### config.mk
export PLATFORM = sky130hd
export DESIGN_NAME = apb_master_param
export DESIGN_NICKNAME = d
export VERILOG_FILES = /design/src/rtl/apb_master_param.sv
export SDC_FILE = /design/constraint.sdc
export NUM_CORES = 1
export LEC_CHECK = 0
export CORE_MARGIN = 1
export CORE_UTILIZATION = 43
export CTS_CLUSTER_SIZE = 10
export DETAILED_ROUTE_END_ITERATION = 10
export PLACE_DENSITY = 0.95
export RECOVER_POWER = 100
export SETUP_SLACK_MARGIN = 0.5
export SYNTH_ARGS = -nofsm -noshare
export SYNTH_HDL_FRONTEND = slang
export SYNTH_SLANG_ARGS = --single-unit
### constraint.sdc
create_clock -name Pclk -period 4.1 [get_ports Pclk]
set_clock_uncertainty 0.05 [all_clocks]
set_input_delay 0.82 -clock Pclk [delete_from_list [all_inputs] [get_ports Pclk]]
set_output_delay 0.82 -clock Pclk [all_outputs]
set_load 0.02 [all_outputs]
### src/rtl/apb_master_param.sv
// rtl/apb_master_param.sv - APB4 master converting a valid/ready command into SETUP/ACCESS transfers
// Optional wait-state timeout enabled by defining APB_MASTER_TIMEOUT_EN.
module apb_master_param #(
    parameter int ADDR_W         = 32,
    parameter int DATA_W         = 32,
    parameter int TIMEOUT_CYCLES = 16
) (
    input  logic                Pclk,
    input  logic                Prst,
    input  logic                cmd_valid,
    output logic                cmd_ready,
    input  logic                cmd_write,
    input  logic [ADDR_W-1:0]   cmd_addr,
    input  logic [DATA_W-1:0]   cmd_wdata,
    input  logic [DATA_W/8-1:0] cmd_strb,
    output logic [ADDR_W-1:0]   PADDR,
    output logic                PSEL,
    output logic                PENABLE,
    output logic                PWRITE,
    output logic [DATA_W-1:0]   PWDATA,
    output logic [DATA_W/8-1:0] PSTRB,
    input  logic [DATA_W-1:0]   PRDATA,
    input  logic                PREADY,
    input  logic                PSLVERR,
    output logic                rsp_valid,
    output logic [DATA_W-1:0]   rsp_rdata,
    output logic                rsp_err
);

    typedef enum logic [1:0] {
        S_IDLE   = 2'd0,
        S_SETUP  = 2'd1,
        S_ACCESS = 2'd2
    } state_t;

    state_t r_state;
    state_t w_state_nxt;
    logic   w_complete;
    logic   w_timeout;
    logic   w_done;
    logic   w_accept;

    assign w_complete = (r_state == S_ACCESS) && PREADY;
    assign cmd_ready  = (r_state == S_IDLE) || w_complete;
    assign w_accept   = cmd_valid && cmd_ready;
    assign w_done     = w_complete || w_timeout;

`ifdef APB_MASTER_TIMEOUT_EN
    localparam int CNT_W = $clog2(TIMEOUT_CYCLES + 1);

    logic [CNT_W-1:0] r_wait_cnt;

    // Fires on the TIMEOUT_CYCLES-th consecutive PREADY-low ACCESS cycle
    assign w_timeout = (r_state == S_ACCESS) && !PREADY
                       && (r_wait_cnt == CNT_W'(TIMEOUT_CYCLES - 1));

    always_ff @(posedge Pclk or negedge Prst) begin
        if (!Prst) begin
            r_wait_cnt <= '0;
        end else if (r_state == S_SETUP) begin
            r_wait_cnt <= '0;
        end else if ((r_state == S_ACCESS) && !PREADY && !w_timeout) begin
            r_wait_cnt <= r_wait_cnt + 1'b1;
        end
    end
`else
    // Never true; ACCESS waits for PREADY indefinitely in this build
    assign w_timeout = (TIMEOUT_CYCLES < 0);
`endif

    always_ff @(posedge Pclk or negedge Prst) begin
        if (!Prst) begin
            r_state <= S_IDLE;
        end else begin
            r_state <= w_state_nxt;
        end
    end

    always_comb begin
        w_state_nxt = r_state;
        PSEL        = 1'b0;
        PENABLE     = 1'b0;
        case (r_state)
            S_IDLE: begin
                if (w_accept) begin
                    w_state_nxt = S_SETUP;
                end
            end
            S_SETUP: begin
                PSEL        = 1'b1;
                w_state_nxt = S_ACCESS;
            end
            S_ACCESS: begin
                PSEL    = 1'b1;
                PENABLE = 1'b1;
                if (w_timeout) begin
                    w_state_nxt = S_IDLE;
                end else if (w_complete) begin
                    w_state_nxt = w_accept ? S_SETUP : S_IDLE;
                end
            end
            default: begin
                w_state_nxt = S_IDLE;
            end
        endcase
    end

    // Transfer fields only change on an accept edge and hold otherwise
    always_ff @(posedge Pclk or negedge Prst) begin
        if (!Prst) begin
            PADDR  <= '0;
            PWRITE <= 1'b0;
            PWDATA <= '0;
            PSTRB  <= '0;
        end else if (w_accept) begin
            PADDR  <= cmd_addr;
            PWRITE <= cmd_write;
            PWDATA <= cmd_wdata;
            PSTRB  <= cmd_write ? cmd_strb : '0;
        end
    end

    always_ff @(posedge Pclk or negedge Prst) begin
        if (!Prst) begin
            rsp_valid <= 1'b0;
            rsp_err   <= 1'b0;
            rsp_rdata <= '0;
        end else begin
            rsp_valid <= w_done;
            if (w_done) begin
                rsp_err   <= w_timeout ? 1'b1 : PSLVERR;
                rsp_rdata <= (PWRITE || w_timeout) ? '0 : PRDATA;
            end
        end
    end

endmodule

==> impl_results.md <==
- Status: finished, violations left
- Failing checks: capacitance limit, slew limit
- Post-CTS Resized: 0
- # setup viols final: 0
- Max frequency: 297.3 MHz
- Hold Path Stages: 2
- Largest net degree at the start of global routing: 80
- Htree depth: 3
- R2R setup slack: 1.09 ns
- Syn-to-layout area delta: 57.01%
- IO buf count: 211
- Setup_tns: 0 ns
- P_leak: 2.878 nW
- Clock slew at reported path FFs: 0.10 ns
- Vias per cell: 4.757
- Routed Antenna Nets: 0
- Crit path max fanout: 5
- Hpwl dp: 7.697 mm
- Final setup margin: 0.7361 ns
- GR Overflow Total: 0
- CP Launch Type: primary input
- Min cycle time layout: 3.364 ns
- Critical path arrival: 2.49 ns
- Die ar.: 0.01011 mm^2
- Vias: 3130
- GRT busiest layer: met2
- Top cell by count, worst path: dlygate4sd3_1
- Post-Syn Instances: 316
- CP Cell Sequence: dlygate4sd3_1 -> a21oi_1 -> inv_2 -> dlygate4sd3_1
- Clock root buffer: clkbuf_8
- DRT iter0 DRCs: 64
- Aggregate global-route resource usage: 20.63%
- Max-capacitance violation count: 1
- Clock latency on the worst-skew pair: 0.35 ns
- Fin crit share: 82.05%
- Met1 Track Usage GR: 23.11%
- Post-Route WL: 10.08 mm
- Slew of the pin with the lowest slew margin: 1.881 ns
- Critical Path Max Stage Delay: 0.66 ns
- Clock tree buffer depth: 2
- Worst hold path type: flip-flop to flip-flop
- Final Hold Vio Count: 0
- WL/cell: 15.31 um
- Diodes inserted: 0
- Worst R2R End: PWDATA[4]
- First-pass DRT Iterations: 5
- R2R depth: 7
- First-pass GRT wire length: 16.07 mm
- Yosys cell types: 18
- Drt drc: 0
- Mapped Avg Cell Area: 13.21 um^2
- Io pins: 212
- Initial antenna violation count: 0
- Core area: 0.009328 mm^2
- CTS tree: built
- Clock sink total: 105
- Post-synthesis sequential area ratio: 62.95%
- Worst EP required: 3.23 ns
- Die height: 100.5 um
- Synth warn: 0
- Worst Min Path Start: rsp_rdata[3]
- Worst setup EP type: primary output
- Net count, final: 634
- Slew Viols, Final: 80
- Power Density: 763.4 mW/mm^2
- Filler instances: 690
- Vias in the first global route: 3352
- Post-CTS Setup Repair Bufs: 0
- Pre-CTS setup slack: 1.006 ns
- RSZ-0062 raised after global routing: false
- Slowest cell on crit path: dlygate4sd3_1
- Crit. Startpoint: PREADY
- Initial Util: 44.75%
- Reg-to-reg critical path startpoint: r_state[0]
- Worst rel slew slack: -25.39%
- Layout cells sized above 1: 15.31%
- CTS Hold Bufs: 0
- CTS Buf Count: 9
- Post-Syn Area: 0.004174 mm^2
- CP Class: primary input to primary output
- Met2 usage: 37.25%
- Post-Syn Nets: 426
- #FFs+latches synth: 105
- Hold EP: rsp_rdata[3]
- Met3 GRT Util: 6.103%
- Routability-driven placement congestion ratio: 0.8160
- FP Rows: 35
- VDD IR max: 440.3 uV
- Die W: 100.5 um
## per-stage QoR
step	utilization (%)	hold WS, ns	power (mW)	cell area, um^2	std cells
after floorplan	-	0.4744	3.267	4174	316
after detailed placement	68.44	0.4199	4.631	6384	642
after global placement	68.44	0.4116	4.525	6384	642
after global routing	70.26	0.4634	5.311	6554	658
after CTS	70.72	0.4439	5.314	6596	658
final	70.26	0.4329	5.003	6554	658
## power by group
part / switching [mW] / total [mW] / internal [mW]
Combinational: 1.28 / 2.51 / 1.23
Sequential: 0.279 / 1.82 / 1.54
Clock: 0.362 / 0.670 / 0.308
Total: 1.92 / 5.00 / 3.09
## synth_stat cells, drive strengths merged
cell    count  share of area (%)
a21oi       1               0.21
clkbuf      9               0.81
mux2       67                 19
nand2      40                3.8
o21ai      40                4.8
dfrtp     105                 63
ha          4                1.2
a22oi       1               0.18
nand2b     33                4.9
a211o       1               0.21
buf         8                1.6
inv         6               0.54
o221ai      1               0.21
## final cells by class
type                            instances  area, um^2  share of cell area (%)
Clock inverter                          6       75.07                   1.145
Multi-Input combinational cell        188        1391                   21.23
Inverter                                6       22.52                  0.3436
Sequential cell                       105        2628                   40.09
Clock buffer                           10       137.6                   2.100
Timing Repair Buffer                  214        2138                   32.63
Tap cell                              129       161.4                   2.463
## per-layer routing
layer / routed length (um) / up-vias
met5: 0 / -
met4: 231 / 0
met3: 689 / 20
met2: 5318 / 132
met1: 3837 / 1502
li1: - / 1476
## kinds of logic after synthesis
kind of cell | count (synthesis) | share of synthesized area [%]
compound gates | 44 | 5.606
fa+ha+maj | 4 | 1.199
buf+inv | 23 | 2.908
flops | 105 | 62.95
mux | 67 | 18.62
simple gates | 73 | 8.723
## layout by cell type, fill, tap and decap left out, types with 2 or more instances in the layout
master           Yosys  final
nand2_1             39     40
nand2b_1            33     33
o21ai_0             40     40
clkinv_4             0      2
mux2_2              61     61
clkdlybuf4s50_1      0    102
clkbuf_8             0     10
inv_1                5      5
dlygate4sd3_1        0    108
dfrtp_1            105    105
ha_1                 4      4
mux2_1               0      6
## state kept, by name, summed over array words and instances, names as in the netlist
signal / count
rsp_err: 1
rsp_rdata: 32
PWDATA: 32
PSTRB: 4
PADDR: 32
r_state: 2
rsp_valid: 1
PWRITE: 1
## worst max-delay path, delay by kind of cell
kind,cells,cell delay [ns]
buf+inv,3,1.34
compound gates,1,0.33
## how the worst max path moves through the flow
stage / cells past startpoint / slack [ns] / to
after floorplan: 2 / 2.12 / cmd_ready
after global placement: 4 / 1.01 / cmd_ready
after detailed placement: 4 / 1.01 / cmd_ready
after CTS: 4 / 0.99 / cmd_ready
after global routing: 6 / 0.59 / PWDATA[14]
final: 4 / 0.74 / cmd_ready
Power figures use the tool's default switching activity.
==> patch 1, RTL diff (same settings) <==
Change the parameter `DATA_W` from 32 to 64.
--- a/src/rtl/apb_master_param.sv
+++ b/src/rtl/apb_master_param.sv
@@ -2,7 +2,7 @@
 // Optional wait-state timeout enabled by defining APB_MASTER_TIMEOUT_EN.
 module apb_master_param #(
     parameter int ADDR_W         = 32,
-    parameter int DATA_W         = 32,
+    parameter int DATA_W         = 64,
     parameter int TIMEOUT_CYCLES = 16
 ) (
     input  logic                Pclk,
Interface: changed (6 resized); port bits go from 212 to 348. No check against the original RTL was run, so the function may have changed too.
==> patch 1 against the original RTL <==
- setup slack got worse by 0.062 ns
- design area increased by 68%
- sequential power increased by 64%
- maximum frequency decreased by 1.8%
- final cell count increased by 67%
- routed wire length increased by 96%
- via count increased by 67%
- clock power increased by 140%
- area after synthesis increased by 68%
- hold slack got worse by 0.012 ns
- the flow still finishes with violations (max-capacitance violations, max-slew violations)
- total power increased by 75%
- sequential share of layout area decreased by 0.80 points
- sequential cell count increased by 68
==> patch 1: results (changes against the original RTL) <==
Synth cell types=23 (+5); met3 WL=1350 um (+95%); routing usage on met2=40.6% (+3.4 points); met1 WL=7560 um (+97%); Crit Path Max Fanout=9 (+4); mux contribution to synthesized area=18.1% (-0.52 points); peak supply drop=426 uV (-3.2%); Clock Tree Buf Depth=2 (unchanged); Post-Synth Adder-Cell Area=0.712% (-0.49 points); nets=1047 (+65%); top cells by area, synth=dfrtp_1, mux2_2, mux2_4, nand2b_1, o21ai_0; status=finished, violations left; drt first pass iters=4 (-1); first-pass GRT wire length=29500 um (+83%); Mapped Nets=709 (+66%); fill count=1174 (+70%); Final Power=8.77 mW (+75%); grt met3 use=7.22% (+1.1 points); drt via density=4.75 (about the same); Buffers on Ports=347 (+64%); Compound-Gate Fraction of Synth Area=5.86% (+0.25 points); largest net degree at the start of global routing=130 (+63%); Clock net power=1.62 mW (+140%); failing checks=max-capacitance violations, max-slew violations; uppermost layer routed=met4; pin slew with the least headroom to its limit=2.07 ns (+0.186 ns); # hold bufs at CTS=0 (unchanged); post-synthesis sequential area ratio=61.6% (-1.4 points); xor and xnor area share after synthesis=0% (unchanged); seq pwr=2.99 mW (+64%); Post-DP HPWL=14200 um (+85%); Sw Pwr=3.35 mW (+75%); routed len/inst=18.0 um (+17%); cts repair resizes=0 (unchanged); Synth warnings=0 (unchanged); HP Class=reg -> reg; Routed met2 length=10500 um (+97%); initial antenna violation count=1 (+1); Slowest cell on crit path=dlygate4sd3_1; Clk Tree Root Cell=clkbuf_16; maxcap violations=2 (+1); Fin Setup TNS=0 ns (unchanged); postcts setup bufs=0 (unchanged); share of post-route cells with drive strength above 1=10.9% (-4.4 points); drt first-iter violations=190 (+200%); Worst-path clk slew=0.06 ns (-0.04 ns); number of global-route vias before repair=5358 (+60%); grt met1 use=27.2% (+4.1 points); max incr delay on CP=about 0.67 ns; commonest cells in the netlist=dfrtp_1, o21ai_0, nand2_1, nand2b_1, mux2_2; total track usage=23.4% (+2.7 points); number of H-tree levels=4 (+1); final slew viol count=213 (+170%); largest registers=PWDATA x64, rsp_rdata x64, PADDR x32; clock latency at the later pin of the worst-skew pair=0.41 ns (+0.06 ns); leakage=4.84 nW (+68%); GPL Wtd Cong=0.764 (-6.3%); Num CTS Buffers=17 (+8)
patch 1: metrics by stage:
step | instance area (um2) | std cells | hold slack (ns) | setup slack (ns) | utilization (%)
after floorplan | 7030 | 531 | 0.471 | 2.02 | -
after CTS | 11200 | 1097 | 0.420 | 0.899 | 70.3
final | 11000 | 1098 | 0.421 | 0.674 | 69.1
after detailed placement | 10600 | 1066 | 0.420 | 0.907 | 66.6
after global placement | 10600 | 1066 | 0.412 | 0.946 | 66.6
after global routing | 11000 | 1098 | 0.451 | 0.520 | 69.1
patch 1: worst paths after layout:
kind	startpoint	end	slack, ns	cells after the start
setup / recovery	PREADY	cmd_ready	0.67	6
hold / removal	rsp_rdata[50]	rsp_rdata[50]	0.42	2
setup reg to reg	r_state[0]	r_state[0]	0.99	6
min in group asynchronous	Prst	PADDR[0]	0.93	1
max in group asynchronous	Prst	PSTRB[5]	1.39	2
hold reg to reg	rsp_rdata[50]	rsp_rdata[50]	0.42	2
patch 1: worst max-delay path, delay by kind of cell:
| kind | cells | cell delay [ns] |
|---|---|---|
| buf+inv | 4 | 1.40 |
| simple gates | 2 | 0.33 |
patch 1: cell families (layout without fill, tap and decap cells):
logic type	Yosys count	count (layout)
muxes	99	99
other	0	1
adders and majority gates	4	4
DFF	173	173
and+or+nand+nor	139	139
AOI/OAI and AO/OA	75	75
buffers and inverters	41	391
patch 1: layout make-up:
type                    instances  area (um2)  area share, %
flip-flops and latches        173        4330           39.3
repair buffers                353        3520           31.9
multi-input cells             317        2280           20.7
clock buffers                  19         453           4.11
well taps                     216         270           2.45
clock inverters                12         135           1.23
inverters                       7        28.8          0.261
diodes                          1        2.50         0.0227
==> patch 2, RTL diff (same flow settings) <==
Made on the original files. Put one more register stage on the output `rsp_err`. The value now appears one clock later. The other outputs are not delayed to match.
--- a/src/rtl/apb_master_param.sv
+++ b/src/rtl/apb_master_param.sv
@@ -32,6 +32,8 @@
         S_SETUP  = 2'd1,
         S_ACCESS = 2'd2
     } state_t;
+
+    logic rsp_err_s0;
 
     state_t r_state;
     state_t w_state_nxt;
@@ -123,16 +125,20 @@
     always_ff @(posedge Pclk or negedge Prst) begin
         if (!Prst) begin
             rsp_valid <= 1'b0;
-            rsp_err   <= 1'b0;
+            rsp_err_s0 <= 1'b0;
             rsp_rdata <= '0;
         end else begin
             rsp_valid <= w_done;
             if (w_done) begin
-                rsp_err   <= w_timeout ? 1'b1 : PSLVERR;
+                rsp_err_s0 <= w_timeout ? 1'b1 : PSLVERR;
                 rsp_rdata <= (PWRITE || w_timeout) ? '0 : PRDATA;
             end
         end
     end
 
+    always_ff @(posedge Pclk) begin
+        rsp_err <= rsp_err_s0;
+    end
+
 endmodule
 
Formal check against the unedited RTL: not equivalent (a bounded check fails within 4 cycles, from zero or initial values and one cycle with Prst low).
==> patch 2 against the original RTL <==
- the run still ends with max-capacitance violations, max-slew violations left
- global-route usage down 0.15 points
- clock power shrank 12%
- utilization decreased by 0.27 points
- area after synthesis up 0.48%
- total power fell by 1.3%
- design area shrank 0.38%
- routed wire length is 1.5% higher
- setup slack worse by 0.15 ns
- first-iteration DRC count increased by 11%
- sequential share of layout area up 0.46 points
- sequential cell count is 1 higher
==> patch 2: results (changes against the original RTL) <==
drt first pass iters=4 (-1); Via Count=3172 (+1.3%); share of post-route cells with drive strength above 1=14.9% (-0.41 points); Num CTS Buffers=9 (unchanged); Post-Syn Instances=317 (+0.32%); Post-DP HPWL=7780 um (+1.0%); cts repair resizes=0 (unchanged); total track usage=20.5% (-0.15 points); Synth warnings=0 (unchanged); xor and xnor area share after synthesis=0% (unchanged); Worst-path clk slew=about 0.09 ns; clock latency at the later pin of the worst-skew pair=0.35 ns (about the same); Area after DPL=6390 um2 (about the same); first-pass GRT wire length=15900 um (-0.90%); final slew viol count=120 (+50%); maxcap violations=2 (+1); failing checks=max-capacitance violations, max-slew violations; Post-Synth Adder-Cell Area=1.19% (-0.0057 points); ant diodes=0 (unchanged); largest registers=PADDR x32, PWDATA x32, rsp_rdata x32; number of H-tree levels=3 (unchanged); drt first-iter violations=71 (+11%); fill count=654 (-5.2%); routed len/inst=15.5 um (+1.4%); Detail Route Antenna Nets=0 (unchanged); leakage=2.86 nW (-0.72%); Synth cell types=19 (+1); Layout Cells excl Fill=659 (+0.15%); dpl cells=643 (+0.16%); HP Class=reg -> reg; number of global-route vias before repair=3340 (-0.36%); GPL Wtd Cong=0.759 (-7.0%); Buffers on Ports=211 (unchanged); Clock Tree Buf Depth=2 (unchanged); Mapped Nets=427 (+0.23%); mux contribution to synthesized area=18.5% (-0.089 points); commonest cells in the netlist=dfrtp_1, mux2_2, o21ai_0; largest net degree at the start of global routing=70 (-13%); Crit Path Max Fanout=5 (unchanged); peak supply drop=403 uV (-8.5%); post-synthesis sequential area ratio=63.1% (+0.18 points); status=finished, violations left; Slew headroom=-67.4% (-42 points); top cells by area, synth=dfrtp_1, mux2_2, nand2b_1, o21ai_0, nand2_1; postcts setup bufs=0 (unchanged); Clk Tree Root Cell=clkbuf_8; initial antenna violation count=0 (unchanged); asr flop ratio synth=99.1% (-0.94 points); Compound-Gate Fraction of Synth Area=5.58% (-0.027 points); ys flop type=dfrtp_1
## patch 2: cell types whose count changed after synthesis, sizes merged
cell,unedited run,this run
dfxtp,0,1
## patch 2: path summary, 6_finish.rpt
path                       slack, ns       endpoint       start  depth (start not counted)
max                             0.59      cmd_ready      PREADY                          4
max reg2reg                     1.01     PWDATA[12]  r_state[0]                          6
max in group asynchronous       1.17  rsp_rdata[28]        Prst                          2
min reg2reg                     0.33        rsp_err  rsp_err_s0                          0
min                             0.33        rsp_err  rsp_err_s0                          0
min in group asynchronous       1.18   rsp_rdata[5]        Prst                          1
## patch 2: layout make-up
| type | count | area share (%) |
|---|---|---|
| timing repair buffer | 214 | 32.5 |
| inverter | 6 | 0.345 |
| tap | 129 | 2.47 |
| multi-input combinational | 188 | 21.3 |
| clock buffer | 11 | 2.17 |
| sequential | 106 | 40.6 |
| clock inverter | 5 | 0.575 |
## patch 2: metrics by stage
step           worst slack (ns)  util (%)  total power [mW]  hold slack (ns)
6_report                  0.586      70.0              4.94            0.330
5_1_grt                   0.472      70.0              5.23            0.332
4_1_cts                    1.01      70.4              5.24            0.331
3_5_place_dp               1.02      68.5              4.64            0.313
3_3_place_gp               1.04      68.5              4.53            0.301
2_1_floorplan              2.12         -              3.28            0.294
## patch 2: logic make-up after synthesis
| family | after synthesis |
|---|---|
| flip-flops | 106 |
| buffers and inverters | 23 |
| AND/OR/NAND/NOR | 73 |
| multiplexers | 67 |
| AO/OA/AOI/OAI | 44 |
| adder cells (fa/ha/maj) | 4 |
## patch 2: report_power, final
| group | leakage (nW) | total, mW | switching, mW | internal, mW |
|---|---|---|---|---|
| clock network | 0.0859 | 0.591 | 0.351 | 0.241 |
| registers | 1.29 | 1.84 | 0.281 | 1.56 |
| logic | 1.48 | 2.51 | 1.28 | 1.23 |
| total | 2.86 | 4.94 | 1.91 | 3.03 |
## patch 2: metal layers
| metal | up-vias | GRT usage (%) | wire, um |
|---|---|---|---|
| li1 | 1479 | - | - |
| met1 | 1529 | 22.6 | 3830 |
| met2 | 138 | 36.7 | 5350 |
| met3 | 26 | 6.24 | 772 |
| met4 | 0 | 8.58 | 284 |
| met5 | - | 0 | 0 |
## patch 2: worst max-delay path, stage by stage
cell and delay [ns]:
dlygate4sd3_1 0.60, a21oi_1 0.35, clkinv_1 0.19, dlygate4sd3_1 0.69
